File: config.mk
export PLATFORM = sky130hd
export DESIGN_NAME = multicycle_control
export DESIGN_NICKNAME = d
export VERILOG_FILES = /design/src/rtl/multicycle_control.sv
export SDC_FILE = /design/constraint.sdc
export NUM_CORES = 1
export LEC_CHECK = 0
export CORE_ASPECT_RATIO = 0.8
export CORE_MARGIN = 3
export CORE_UTILIZATION = 24
export CTS_BUF_LIST = sky130_fd_sc_hd__clkbuf_8
export DETAILED_ROUTE_END_ITERATION = 16
export PLACE_DENSITY = 0.56
export SLEW_MARGIN = 20
export SYNTH_ARGS = -nofsm -noshare
export SYNTH_HDL_FRONTEND = slang
export SYNTH_SLANG_ARGS = --single-unit
File: constraint.sdc
create_clock -name clk -period 1.5 [get_ports clk]
set_input_delay 0.15 -clock clk [delete_from_list [all_inputs] [get_ports clk]]
set_output_delay 0.15 -clock clk [all_outputs]
set_load 0.03 [all_outputs]
File: src/rtl/multicycle_control.sv
// Multi-cycle control FSM for the addi/bne subset: fetches into the instruction
// register, then drives ALU, register-write and PC controls one state at a time.
// Ports: clk/rst_n; instr_req/instr_valid/instr_rdata fetch handshake; EQ flag
// from the datapath; instr, ImmSrc, ALUsrc, ALUctrl, RegWrite, PCWrite, PCsrc
// controls; retired/retire_cnt retirement tracking; sticky illegal flag.
// Latency: 3 cycles per instruction minimum (FETCH, DECODE, EXEC); each FETCH
// cycle without instr_valid adds one. Unsupported encodings halt until reset.
module multicycle_control #(
    parameter int CNT_W = 16
) (
    input  logic             clk,
    input  logic             rst_n,
    input  logic [31:0]      instr_rdata,
    input  logic             instr_valid,
    input  logic             EQ,
    output logic             instr_req,
    output logic [31:0]      instr,
    output logic             ImmSrc,
    output logic             ALUsrc,
    output logic [2:0]       ALUctrl,
    output logic             RegWrite,
    output logic             PCWrite,
    output logic             PCsrc,
    output logic             retired,
    output logic [CNT_W-1:0] retire_cnt,
    output logic             illegal
);

    localparam logic [6:0] OP_IMM    = 7'b0010011;
    localparam logic [6:0] OP_BRANCH = 7'b1100011;

    typedef enum logic [1:0] {
        S_FETCH,
        S_DECODE,
        S_EXEC,
        S_HALT
    } state_t;

    state_t           state_q, state_d;
    logic [31:0]      instr_q, instr_d;
    logic             req_q, req_d;
    logic             alusrc_q, alusrc_d;
    logic [2:0]       aluctrl_q, aluctrl_d;
    logic             regwrite_q, regwrite_d;
    logic             pcwrite_q, pcwrite_d;
    logic             bne_q, bne_d;
    logic             retired_q, retired_d;
    logic [CNT_W-1:0] cnt_q, cnt_d;
    logic             illegal_q, illegal_d;

    logic is_addi;
    logic is_bne;

    assign is_addi = (instr_q[6:0] == OP_IMM)    && (instr_q[14:12] == 3'b000);
    assign is_bne  = (instr_q[6:0] == OP_BRANCH) && (instr_q[14:12] == 3'b001);

    // Next-state and next-output logic. Control outputs are computed for the
    // state being entered so that they are registered and glitch-free in it.
    always_comb begin
        state_d    = state_q;
        instr_d    = instr_q;
        illegal_d  = illegal_q;
        cnt_d      = cnt_q;
        case (state_q)
            S_FETCH: begin
                if (instr_valid) begin
                    instr_d = instr_rdata;
                    state_d = S_DECODE;
                end
            end
            S_DECODE: begin
                if (is_addi || is_bne) begin
                    state_d = S_EXEC;
                end else begin
                    illegal_d = 1'b1;
                    state_d   = S_HALT;
                end
            end
            S_EXEC: begin
                cnt_d   = cnt_q + CNT_W'(1);
                state_d = S_FETCH;
            end
            default: begin
                state_d = S_HALT;
            end
        endcase

        req_d      = (state_d == S_FETCH);
        alusrc_d   = (state_d == S_EXEC) && is_addi;
        aluctrl_d  = ((state_d == S_EXEC) && is_bne) ? 3'b001 : 3'b000;
        regwrite_d = (state_d == S_EXEC) && is_addi;
        pcwrite_d  = (state_d == S_EXEC);
        bne_d      = (state_d == S_EXEC) && is_bne;
        retired_d  = (state_d == S_EXEC);
    end

    always_ff @(posedge clk or negedge rst_n) begin
        if (!rst_n) begin
            state_q    <= S_FETCH;
            instr_q    <= 32'h0;
            req_q      <= 1'b1;
            alusrc_q   <= 1'b0;
            aluctrl_q  <= 3'b000;
            regwrite_q <= 1'b0;
            pcwrite_q  <= 1'b0;
            bne_q      <= 1'b0;
            retired_q  <= 1'b0;
            cnt_q      <= '0;
            illegal_q  <= 1'b0;
        end else begin
            state_q    <= state_d;
            instr_q    <= instr_d;
            req_q      <= req_d;
            alusrc_q   <= alusrc_d;
            aluctrl_q  <= aluctrl_d;
            regwrite_q <= regwrite_d;
            pcwrite_q  <= pcwrite_d;
            bne_q      <= bne_d;
            retired_q  <= retired_d;
            cnt_q      <= cnt_d;
            illegal_q  <= illegal_d;
        end
    end

    // The request register resets to 1 so it is ready the first cycle after
    // release; gating with rst_n keeps it low while reset is held.
    assign instr_req  = req_q & rst_n;
    assign instr      = instr_q;
    assign ImmSrc     = (instr_q[6:0] == OP_IMM);
    assign ALUsrc     = alusrc_q;
    assign ALUctrl    = aluctrl_q;
    assign RegWrite   = regwrite_q;
    assign PCWrite    = pcwrite_q;
    // Branch direction follows EQ live during EXEC; bne_q is only set there.
    assign PCsrc      = bne_q & ~EQ;
    assign retired    = retired_q;
    assign retire_cnt = cnt_q;
    assign illegal    = illegal_q;

endmodule

==> out/metrics.cfg <==
[floorplanning]
initial_core_util_pct = 25.5
die-area_sq_um = 10500
fp.coreArea_sq_um = 8750
die_y_microns = 92.2
num_rows = 30
die_w_microns = 114
io_pins = 95

[placed_design]
placedCellCount = 367
portBuffers = 92
post-place-ws_ns = -0.111
post_dp_cell_area_sq_um = 3360
hpwlAfterDp_microns = 3720
place.gp.congestion = 0.702

[finish]
final_cell_area_sq_um = 3650
areaGrowthSynthToFinish_pct = 63.8
layout.cells.non_filler = 386
layout_commonest_cell = dfrtp_1
finish.utilization_pct = 41.7
fillers = 867
nNetsFinal = 310
multi_input_area_sq_um = 871
drive_gt1_share_pct = 17.9
diodes = 0
seq_area_sq_um = 1390
layout_common_cells = dfrtp_1 (48), dlygate4sd2_1 (40), clkdlybuf4s50_1 (34)

[route]
drt_iter0_drc = 26
met2_length_microns = 2620
firstDrtPassIters = 4
wl_met1_microns = 2570
routed.top_layer = met4
wl_met3_microns = 503
route.detailed.drc = 0
avgRoutedWirePerCell_microns = 14.8
detail-route-antenna-nets = 0
wl_microns = 5710
dr_total_vias = 1662
vias_per_cell = 4.31

[power_and_ir_drop]
power_density_nw_per_um2 = 1160
max-vdd-ir-drop_v = 0.000656
p_leak_uw = 0.00180

[logic_synthesis]
muxShareOfSynthArea_pct = 16.7
synth_compound_area_share_pct = 1.07
synth-async-reset-ratio_pct = 100
synth_edf_count = 0
synthAdderAreaFrac_pct = 0.561
synth_flop_cell = dfrtp_1
yosysUniqueCellTypes = 33
synth_xor_area_share_pct = 5.90
synth-seq-cells = 55
yosysSeqAreaShare_pct = 61.8
syn-cell-area_sq_um = 2230
synth_top_family_by_area = multiplexers
syn_area_per_cell_sq_um = 13.8
ys.warnings.count = 0
synthSimpleGateAreaFrac_pct = 11.1
netlist_instances = 161

[clock_tree]
cts_tree = yes
cts_sinks = 55
tritoncts.num_buffers = 5
clockBufferDepth = 2
cts_max_level = 2
clk_latency_ns = 0.30
cts_root_buffer = clkbuf_8
clkSlewWorstSetupHoldPaths_ns = 0.10

[grt]
grt_use_total_pct = 10.2
grt_pass1_wl_microns = 8590
antenna_found_initial = 0
first_global_vias = 1686
grt_max_degree = 56
grt_overflow = 0

[sta]
fin_ws_ns = -0.0103
clock.fmax_ghz = 0.662
setup_viol = 1
hold_violations = 0
slew_violations = 0
grt_setup_unrepaired = true
hold_ws_ns = 0.397
finalCritPeriodShare_pct = 101
finClkSkew_ns = 0.00630
fin_crit_ns = 1.51

[worst_setup_path]
reg2reg_from = state_q[1]
cp_max_fo = 2
max_stage_delay_ns = 0.39
cp.required_ns = 1.35
endpoint_kind = output port
reg2reg_slack_ns = 0.05
path_delay_family = simple AND/OR/NAND/NOR gates
crit_arrival_ns = 1.36
critical_path_class = flip-flop to output port
path_buf_inv = 1
path_cells = nand4bb_4 > nor4b_4 > buf_6
crit_path_top_delay_cell = dfrtp_1
critPathLaunchType = flip-flop
ff2ff_path_depth = 4
r2r-end = instr[25]

[hold_path]
hp-class = input pin to asynchronous set/reset pin

[run_status]
violations = setup timing
status = complete, but fails checks

[job]
cap_violations = 0

[worst register-to-register path, stage by stage, from the launching register on]
cell and delay, ns:
dfrtp_2 0.46, nor3b_4 0.23, buf_6 0.16, clkbuf_16 0.17, mux2_1 0.33
[sequential cells by signal, indices dropped and copies added, names as in the netlist]
register and flops:
instr 32, retire_cnt 16, req_q 1, ALUctrl 1, illegal 1, RegWrite 1
state_q 2, retired 1
[cells in the mapped netlist (3+ instances only)]
master    number  area share, %
nand4b_1       3            1.2
mux2_1        32             16
nand2_1       10            1.7
buf_4          5            1.7
xnor2_1       11            4.3
xor2_1         4            1.6
nor2_1         5           0.84
nand3_1        5            1.1
buf_2          3           0.67
dfrtp_1       54             61
[final cells by class]
type                            count  share of cell area [%]
Tap cell                          112                    3.84
Clock buffer                        7                    2.64
Clock inverter                      1                   0.103
Sequential cell                    55                    37.9
Multi-Input combinational cell     97                    23.9
Timing Repair Buffer              113                    31.5
Inverter                            1                   0.103
[worst max-delay path by stage]
stage | from | endpoint | slack (ns) | depth (start not counted)
final | instr[2] | ImmSrc | -0.01 | 3
after global routing | instr[2] | ImmSrc | -0.09 | 3
after CTS | instr[2] | ImmSrc | -0.07 | 3
after detailed placement | instr_valid | instr[14] | -0.11 | 4
after global placement | instr_valid | instr[5] | -0.09 | 4
after floorplan | instr[2] | ImmSrc | -0.03 | 2
[repair_timing]
action	4_1_cts	5_1_grt
buffers inserted	1	6
setup endpoints to repair	45	41
pin swaps	0	8
resized for setup	43	28
hold buffers	1	0
endpoints found under the hold margin	54	0
gates cloned	0	3
[stage by stage]
stage	setup TNS [ns]	power [uW]
floorplan	-0.0285	2660
CTS	-0.0733	4260
detailed placement	-3.36	3430
global placement	-2.86	3410
finish	-0.0103	4250
global route	-0.218	4520
[power breakdown]
group	internal, uW	leakage, uW	switching [uW]
sequential	1730	0.000677	181
combinational	649	0.00107	797
clock	416	0.0000557	475
[cells by family (layout without fill, tap and decap cells)]
group / after synthesis / after routing
buffers and inverters: 10 / 122
adder cells (fa/ha/maj): 1 / 1
other: 1 / 2
XOR/XNOR: 15 / 15
flip-flops: 55 / 55
multiplexers: 33 / 33
AND/OR/NAND/NOR: 42 / 42
AO/OA/AOI/OAI: 4 / 4
[layer usage]
metal	global-route usage (%)	vias up
li1	-	778
met1	13.2	825
met2	15.6	57
met3	4.88	2
met4	2.10	0
met5	0	-
No activity file was read; power rests on OpenSTA's default activity.
